[config.mk]
export PLATFORM = sky130hd
export DESIGN_NAME = alu_arbiter_flat
export DESIGN_NICKNAME = d
export VERILOG_FILES = /design/src/rtl/alu_pkg.sv /design/src/rtl/alu_arbiter_if.sv /design/src/rtl/alu_arbiter_alu.sv /design/src/rtl/alu_arbiter.sv /design/src/flat_wrapper.sv
export SDC_FILE = /design/constraint.sdc
export NUM_CORES = 1
export LEC_CHECK = 0
export CAP_MARGIN = 20
export CORE_ASPECT_RATIO = 1.75
export CORE_MARGIN = 2
export CORE_UTILIZATION = 46
export CTS_CLUSTER_DIAMETER = 40
export DETAILED_ROUTE_END_ITERATION = 7
export GPL_TIMING_DRIVEN = 1
export PLACE_DENSITY_LB_ADDON = 0.15
export SETUP_SLACK_MARGIN = 0.15
export SYNTH_ARGS = -nofsm -noshare
export SYNTH_HDL_FRONTEND = slang
export SYNTH_SLANG_ARGS = --single-unit
[constraint.sdc]
create_clock -name clk -period 2.3 [get_ports clk]
set_input_delay 0.575 -clock clk [delete_from_list [all_inputs] [get_ports clk]]
set_output_delay 0.575 -clock clk [all_outputs]
set_load 0.01 [all_outputs]
[src/rtl/alu_pkg.sv]
// Shared definitions for the ALU arbiter: opcodes, FSM state encoding and
// requester identifiers.
package alu_pkg;

  localparam logic [2:0] OP_AND  = 3'b000;
  localparam logic [2:0] OP_OR   = 3'b001;
  localparam logic [2:0] OP_ADD  = 3'b010;
  localparam logic [2:0] OP_ZERO = 3'b011;
  localparam logic [2:0] OP_ANDN = 3'b100;
  localparam logic [2:0] OP_ORN  = 3'b101;
  localparam logic [2:0] OP_SUB  = 3'b110;
  localparam logic [2:0] OP_SLT  = 3'b111;

  typedef enum logic [1:0] {
    ST_IDLE = 2'd0,
    ST_EXEC = 2'd1,
    ST_RESP = 2'd2
  } state_t;

  localparam logic REQ_A = 1'b0;
  localparam logic REQ_B = 1'b1;

endpackage

[src/rtl/alu_arbiter_if.sv]
// Command and response channels of requesters A and B toward the shared ALU.
// Handshake: a transfer happens on a rising edge where valid && ready; the
// sender keeps valid and its payload stable until that edge.
interface alu_arbiter_if;
  import alu_pkg::*;

  logic       a_req_valid;
  logic       a_req_ready;
  logic [2:0] a_op;
  logic [3:0] a_x;
  logic [3:0] a_y;
  logic       a_rsp_valid;
  logic       a_rsp_ready;
  logic [3:0] a_rsp_data;

  logic       b_req_valid;
  logic       b_req_ready;
  logic [2:0] b_op;
  logic [3:0] b_x;
  logic [3:0] b_y;
  logic       b_rsp_valid;
  logic       b_rsp_ready;
  logic [3:0] b_rsp_data;

  logic       busy;

  modport master (
    output a_req_valid, a_op, a_x, a_y, a_rsp_ready,
    output b_req_valid, b_op, b_x, b_y, b_rsp_ready,
    input  a_req_ready, a_rsp_valid, a_rsp_data,
    input  b_req_ready, b_rsp_valid, b_rsp_data,
    input  busy
  );

  modport slave (
    input  a_req_valid, a_op, a_x, a_y, a_rsp_ready,
    input  b_req_valid, b_op, b_x, b_y, b_rsp_ready,
    output a_req_ready, a_rsp_valid, a_rsp_data,
    output b_req_ready, b_rsp_valid, b_rsp_data,
    output busy
  );

endinterface

[src/rtl/alu_arbiter_alu.sv]
// The lab's combinational 4-bit ALU; add and sub wrap mod 16, slt is unsigned.
module ALU
  import alu_pkg::*;
(
  input  logic [2:0] op,
  input  logic [3:0] x,
  input  logic [3:0] y,
  output logic [3:0] f
);

  always_comb begin
    f = 4'd0;
    case (op)
      OP_AND:  f = x & y;
      OP_OR:   f = x | y;
      OP_ADD:  f = x + y;
      OP_ZERO: f = 4'd0;
      OP_ANDN: f = x & ~y;
      OP_ORN:  f = x | ~y;
      OP_SUB:  f = x - y;
      OP_SLT:  f = {3'b000, (x < y)};
      default: f = 4'd0;
    endcase
  end

endmodule

[src/rtl/alu_arbiter.sv]
// Round-robin arbiter that shares one ALU between requesters A and B:
// accept in IDLE, compute from registered operands in EXEC, hold result in RESP.
module alu_arbiter
  import alu_pkg::*;
(
  input  logic         clk,
  input  logic         rst_n,
  alu_arbiter_if.slave bus,
  output logic [1:0]   dbg_state
);

  state_t     state_q, state_d;
  logic       prio_q;
  logic       own_q;
  logic [2:0] op_q;
  logic [3:0] x_q, y_q, res_q;
  logic [3:0] alu_f;
  logic       win;
  logic       accept;
  logic       rsp_hs;

  // Winner is only meaningful when at least one requester is valid.
  always_comb begin
    win = REQ_A;
    if (bus.a_req_valid && bus.b_req_valid) win = prio_q;
    else if (bus.b_req_valid)               win = REQ_B;
  end

  assign accept = (state_q == ST_IDLE) && (bus.a_req_valid || bus.b_req_valid);
  assign rsp_hs = (state_q == ST_RESP) &&
                  ((own_q == REQ_A) ? bus.a_rsp_ready : bus.b_rsp_ready);

  always_ff @(posedge clk or negedge rst_n) begin
    if (!rst_n) state_q <= ST_IDLE;
    else        state_q <= state_d;
  end

  always_comb begin
    state_d = state_q;
    case (state_q)
      ST_IDLE: if (accept) state_d = ST_EXEC;
      ST_EXEC: state_d = ST_RESP;
      ST_RESP: if (rsp_hs) state_d = ST_IDLE;
      default: state_d = ST_IDLE;
    endcase
  end

  always_comb begin
    bus.a_req_ready = 1'b0;
    bus.b_req_ready = 1'b0;
    bus.a_rsp_valid = 1'b0;
    bus.b_rsp_valid = 1'b0;
    bus.a_rsp_data  = res_q;
    bus.b_rsp_data  = res_q;
    bus.busy        = (state_q != ST_IDLE);
    if (state_q == ST_IDLE) begin
      bus.a_req_ready = bus.a_req_valid && (win == REQ_A);
      bus.b_req_ready = bus.b_req_valid && (win == REQ_B);
    end
    if (state_q == ST_RESP) begin
      bus.a_rsp_valid = (own_q == REQ_A);
      bus.b_rsp_valid = (own_q == REQ_B);
    end
  end

  // Operands are sampled only on the accept edge so later input changes are harmless.
  always_ff @(posedge clk or negedge rst_n) begin
    if (!rst_n) begin
      op_q   <= 3'd0;
      x_q    <= 4'd0;
      y_q    <= 4'd0;
      own_q  <= REQ_A;
      res_q  <= 4'd0;
      prio_q <= REQ_A;
    end else begin
      if (accept) begin
        own_q <= win;
        op_q  <= (win == REQ_B) ? bus.b_op : bus.a_op;
        x_q   <= (win == REQ_B) ? bus.b_x  : bus.a_x;
        y_q   <= (win == REQ_B) ? bus.b_y  : bus.a_y;
      end
      if (state_q == ST_EXEC) res_q <= alu_f;
      if (rsp_hs) prio_q <= ~own_q;
    end
  end

  ALU u_alu (
    .op (op_q),
    .x  (x_q),
    .y  (y_q),
    .f  (alu_f)
  );

  assign dbg_state = state_q;

endmodule

[src/flat_wrapper.sv]
// flat-port wrapper written by rule: the top's interface ports become plain ports
module alu_arbiter_flat import alu_pkg::*;
  (clk, rst_n, dbg_state, bus_a_req_valid, bus_a_op, bus_a_x, bus_a_y, bus_a_rsp_ready, bus_b_req_valid, bus_b_op, bus_b_x, bus_b_y, bus_b_rsp_ready, bus_a_req_ready, bus_a_rsp_valid, bus_a_rsp_data, bus_b_req_ready, bus_b_rsp_valid, bus_b_rsp_data, bus_busy);
  alu_arbiter_if bus_i ();
  input  logic clk;
  input  logic rst_n;
  output logic [1:0] dbg_state;
  input wire logic [$bits(bus_i.a_req_valid)-1:0] bus_a_req_valid;
  input wire logic [$bits(bus_i.a_op)-1:0] bus_a_op;
  input wire logic [$bits(bus_i.a_x)-1:0] bus_a_x;
  input wire logic [$bits(bus_i.a_y)-1:0] bus_a_y;
  input wire logic [$bits(bus_i.a_rsp_ready)-1:0] bus_a_rsp_ready;
  input wire logic [$bits(bus_i.b_req_valid)-1:0] bus_b_req_valid;
  input wire logic [$bits(bus_i.b_op)-1:0] bus_b_op;
  input wire logic [$bits(bus_i.b_x)-1:0] bus_b_x;
  input wire logic [$bits(bus_i.b_y)-1:0] bus_b_y;
  input wire logic [$bits(bus_i.b_rsp_ready)-1:0] bus_b_rsp_ready;
  output wire logic [$bits(bus_i.a_req_ready)-1:0] bus_a_req_ready;
  output wire logic [$bits(bus_i.a_rsp_valid)-1:0] bus_a_rsp_valid;
  output wire logic [$bits(bus_i.a_rsp_data)-1:0] bus_a_rsp_data;
  output wire logic [$bits(bus_i.b_req_ready)-1:0] bus_b_req_ready;
  output wire logic [$bits(bus_i.b_rsp_valid)-1:0] bus_b_rsp_valid;
  output wire logic [$bits(bus_i.b_rsp_data)-1:0] bus_b_rsp_data;
  output wire logic [$bits(bus_i.busy)-1:0] bus_busy;
  assign bus_i.a_req_valid = bus_a_req_valid;
  assign bus_i.a_op = bus_a_op;
  assign bus_i.a_x = bus_a_x;
  assign bus_i.a_y = bus_a_y;
  assign bus_i.a_rsp_ready = bus_a_rsp_ready;
  assign bus_i.b_req_valid = bus_b_req_valid;
  assign bus_i.b_op = bus_b_op;
  assign bus_i.b_x = bus_b_x;
  assign bus_i.b_y = bus_b_y;
  assign bus_i.b_rsp_ready = bus_b_rsp_ready;
  assign bus_a_req_ready = bus_i.a_req_ready;
  assign bus_a_rsp_valid = bus_i.a_rsp_valid;
  assign bus_a_rsp_data = bus_i.a_rsp_data;
  assign bus_b_req_ready = bus_i.b_req_ready;
  assign bus_b_rsp_valid = bus_i.b_rsp_valid;
  assign bus_b_rsp_data = bus_i.b_rsp_data;
  assign bus_busy = bus_i.busy;
  alu_arbiter u_core (.clk(clk), .rst_n(rst_n), .bus(bus_i), .dbg_state(dbg_state));
endmodule
# After elaboration in Yosys (flattened, before gate mapping)
# Index checks and enable logic that the tools add are counted.
# word_totals
register_bits	19
in_bits	28
output_inout_bits	15
wordCells	52
# op_classes
n_addsub	2
order_cmp	1
n_eq_ne	11
n_mux	14
n_bitwise	7
reduce_logical	10
# ops
cell	count
$pmux W4 S8	1
$eq A3 B3 Y1 const B	4
$and A4 B4 Y4	2
$mux W4	2
$or A4 B4 Y4	2
$mux W1	7
$eq A3 B2 Y1 const B	2
$pmux W2 S3	1
$logic_and A1 B1 Y1	5
$add A4 B4 Y4	1
$lt A4 B4 Y1	1
$mux W2	2
$ne A2 B1 Y1 const B	2
$not A4 Y4	1
$sub A4 B4 Y4	1
$eq A3 B1 Y1 const B	1
$logic_not A3 Y1	1
$mux W3	1
$eq A2 B1 Y1 const B	1
$eq A2 B2 Y1 const B	1
$logic_not A2 Y1	1
$not A1 Y1	2
$reduce_and A2 Y1	1
$reduce_bool A2 Y1	1
$logic_or A1 B1 Y1	1

# Logic depth before layout (Yosys ltp)
# depth
depth_word	5
mapped_depth	8
mapped_depth_nobuf	8

# Modules after synthesis
# A second synthesis with hierarchy kept.
# hier_totals
hier_cells	158
area_unflattened_um2	1415.1
# modules_own_cells
mod	instances	cells_each	area_each_um2	seq_area_each_um2
alu_arbiter	1	102	1002.2	475.5
ALU	1	56	412.9	0.0

# Worst setup path before layout
# Ideal clock, no wire load.
# synth_timing
path_kind	input to output
from	input bus_a_req_valid
to	output bus_a_req_ready
t_arrival_ns	1.279
t_required_ns	1.725
slack_ns	0.446
path_stages	4
n_path_buf	1
path_cell_list	inv_1 o21ai_2 buf_6 and3_1
# synth_via
elab_chain_len	5
# synth_rtl
element	line_no	source
start, declared	flat_wrapper.sv:8	input wire logic [$bits(bus_i.a_req_valid)-1:0] bus_a_req_valid;
$logic_and A1 B1 Y1	alu_arbiter.sv:25	if (bus.a_req_valid && bus.b_req_valid) win = prio_q;
$mux W1	alu_arbiter.sv:25	
$not A1 Y1	alu_arbiter.sv:57	bus.a_req_ready = bus.a_req_valid && (win == REQ_A);
$logic_and A1 B1 Y1 *	alu_arbiter.sv:57	
$mux W1 *	alu_arbiter.sv:56	if (state_q == ST_IDLE) begin
end, declared	flat_wrapper.sv:18	output wire logic [$bits(bus_i.a_req_ready)-1:0] bus_a_req_ready;
# Mark *: on every way between the ends. The rest lies on a longest branch, timed or not.

# Worst setup path after layout
# layout_timing
from	register u_core.state_q[0], in the netlist u_core.dbg_state[0]
to	output bus_busy
# layout_via
elab_chain_len	1
# layout_rtl
element	line_no	source
start, declared	alu_arbiter.sv:12	state_t state_q, state_d;
start signal, assigned	alu_arbiter.sv:35	else state_q <= state_d;
$reduce_bool A2 Y1	alu_arbiter.sv:55	bus.busy = (state_q != ST_IDLE);
end, declared	flat_wrapper.sv:24	output wire logic [$bits(bus_i.busy)-1:0] bus_busy;
# Every way passes these cells.

==> impl_metrics.json <==
{
  "cts.hold.buffers_added": 0,
  "synth.cell_area_um2": 1324,
  "irDropWorstVdd_uv": 759.3,
  "synth-async-reset-ratio_pct": 100.0,
  "clock_path_buffers": 2,
  "clk_pin_slew_ns": 0.07,
  "crit_type": "flip-flop to output pin",
  "grt_pass1_vias": 1204,
  "drc": 0,
  "antennaDiodeCount": 0,
  "fillers": 237,
  "synth_seq_cells": 19,
  "finish.instance_area_um2": 1799,
  "cts_sinks": 19,
  "initial_core_util_pct": 48.64,
  "post_dp_cell_area_um2": 1740,
  "seq_area_frac_synth_pct": 35.92,
  "yosys_warnings": 0,
  "synthesis.nets": 183,
  "synth_top_area_share_pct": 35.92,
  "setup_tns_ns": 0,
  "max_stage_delay_ns": 0.50,
  "dieArea_um2": 3340,
  "gr-total-overflow": 0,
  "grt_max_degree": 20,
  "synth_edf_count": 0,
  "die_width_um": 44.55,
  "run_status": "complete, no violations",
  "gp_congestion": 0.8346,
  "grt_usage_pct": 19.41,
  "viasPerCell": 5.454,
  "dr.pass1.iters": 6,
  "yosysTopAreaCell": "dfrtp_1",
  "grt_pass1_wl_um": 4830,
  "core_um2": 2721,
  "cp.arrival_ns": 1.51,
  "io_buffers": 42,
  "synth-simple-area-share_pct": 13.42,
  "critPathSlowestCell": "clkdlybuf4s50_1",
  "max_freq_mhz": 479.7,
  "powerDensity_nw_per_um2": 1315,
  "wirelength_um": 2973,
  "root_buffer": "clkbuf_8",
  "synth_common_cells": "dfrtp_1 (19), nor2_1 (19), a21oi_1 (17), inv_1 (13), mux2i_1 (13)",
  "htreeDepth": 1,
  "min_period_over_period_pct": 90.63,
  "synth_cell_types": 34,
  "muxShareOfSynthArea_pct": 11.53,
  "rsz0062_at_grt": "false",
  "slew_headroom_pct": 67.01,
  "synth_xor_area_share_pct": 3.970,
  "cts_buffers": 3,
  "drive_gt1_share_pct": 10.58,
  "leakage_nw": 0.8792,
  "synth_top_family_by_area": "compound AO/OA/AOI/OAI gates",
  "hold_violations": 0,
  "synthAdderAreaFrac_pct": 10.49,
  "area_growth_pct": 35.92,
  "fin_worst_skew_ns": 0.001284,
  "num_rows": 25,
  "cts_tree": "yes",
  "post_drt_wl_per_cell_um": 13.76,
  "ioPinCount": 43,
  "crit_chain": "nor2_1 > inv_1 > clkdlybuf4s50_1",
  "clk_latency_ns": 0.26,
  "fin_crit_ns": 2.084,
  "syn_area_per_cell_um2": 9.067,
  "report.final.slew_viol_count": 0,
  "setup_viol": 0,
  "synth_ff_type": "dfrtp_1",
  "drtIter0Drc": 8,
  "drv_cap": 0,
  "die_y_um": 74.97,
  "synthCells": 146,
  "synth_area_leaders": "dfrtp_1 (36%), mux2i_1 (9.8%), ha_1 (6.6%)",
  "synth_compound_area_share_pct": 14.74,
  "dp_hpwl_um": 2342,
  "required_ns": 1.73,
  "antenna_found_initial": 0,
  "worst_slew_pin_slew_ns": 0.4949,
  "ant_nets": 0,
  "worst-path-max-fanout": 5,
  "startpoint_type": "flip-flop",
  "route.vias.total": 1178,
  "end_kind": "output pin",
  "final_nets": 227,
  "hp-class": "flip-flop to flip-flop"
}
-- power by group --
part           leakage, nW  internal [mW]  switching (mW)  total, mW
Clock               0.0228          0.123           0.114      0.237
Sequential           0.215          0.499           0.246      0.745
Combinational        0.641          0.719           0.665       1.38
-- per-layer routing --
layer  wire length [um]  part of all wire [%]  GRT usage (%)
met1               1064                    36          18.75
met4                 66                   2.2          10.77
met2               1718                    58          37.04
met3                123                   4.1          3.118
met5                  0                     0              0
-- stage by stage --
| stage | hold slack [ns] | power (mW) | worst slack (ns) | cells | utilization (%) |
|---|---|---|---|---|---|
| after global routing | 0.5517 | 2.596 | 0.1447 | 216 | 66.11 |
| after floorplan | 0.2794 | 1.702 | 0.4456 | 146 | - |
| after detailed placement | 0.5042 | 2.134 | -0.2453 | 210 | 63.95 |
| after global placement | 0.4849 | 2.067 | -0.2128 | 210 | 63.95 |
| final | 0.5088 | 2.365 | 0.2155 | 216 | 66.11 |
| after CTS | 0.5209 | 2.375 | 0.1615 | 215 | 65.52 |
-- sequential cells by signal (all words and copies together), names as in the netlist --
signal / cells
u_core.bus.a_rsp_data: 4
u_core.dbg_state: 2
u_core.op_q: 3
u_core.own_q: 1
u_core.prio_q: 1
u_core.x_q: 4
u_core.y_q: 4
-- worst paths after layout --
path	slack, ns	cells after the start	end	startpoint
max	0.22	3	bus_busy	u_core.dbg_state[0]$_DFFE_PN0P_
min	0.51	2	u_core.bus.a_rsp_data[2]$_DFFE_PN0N_	u_core.bus.a_rsp_data[2]$_DFFE_PN0N_
max reg2reg	0.39	7	u_core.bus.a_rsp_data[1]$_DFFE_PN0N_	u_core.y_q[0]$_DFFE_PN0P_
min reg2reg	0.51	2	u_core.bus.a_rsp_data[2]$_DFFE_PN0N_	u_core.bus.a_rsp_data[2]$_DFFE_PN0N_
max in group asynchronous	1.42	2	u_core.dbg_state[0]$_DFFE_PN0P_	rst_n
min in group asynchronous	0.65	2	u_core.bus.a_rsp_data[2]$_DFFE_PN0N_	rst_n
-- area by class of cell --
class                   instances  area, um^2  area share [%]
inverters                      13       48.80           2.712
flip-flops and latches         19       476.7           26.50
well taps                      27       33.78           1.878
repair buffers                 50       478.0           26.56
clock buffers                   4       45.04           2.503
multi-input cells             103       716.9           39.85
-- logic make-up after synthesis --
family | after synthesis
simple gates | 37
compound gates | 35
fa+ha+maj | 10
buf+inv | 24
mux | 15
flops | 19
xor+xnor | 6
-- cells in the final DEF (no fill, tap or decap), drive strengths merged, types with 2 or more instances in the layout --
master / instances
clkdlybuf4s50: 37
xor2: 5
mux2: 2
nor2: 20
nand2b: 2
o21ai: 11
nand2: 9
buf: 10
mux2i: 13
dfrtp: 19
a21oi: 17
dlymetal6s2s: 3
inv: 13
ha: 7
fa: 2
clkbuf: 4
-- worst max-delay path, delay by kind of cell, from the launching register on --
family / cells / cell delay, ns
buffers and inverters: 2 / 0.63
DFF: 1 / 0.44
and+or+nand+nor: 1 / 0.18
-- repair_timing --
item / CTS / global route
pin swaps: 1 / 1
resized for setup: 8 / 4
endpoints found under the setup margin: 2 / 5
buffers inserted: 1 / 1
Power figures use the tool's default switching activity.
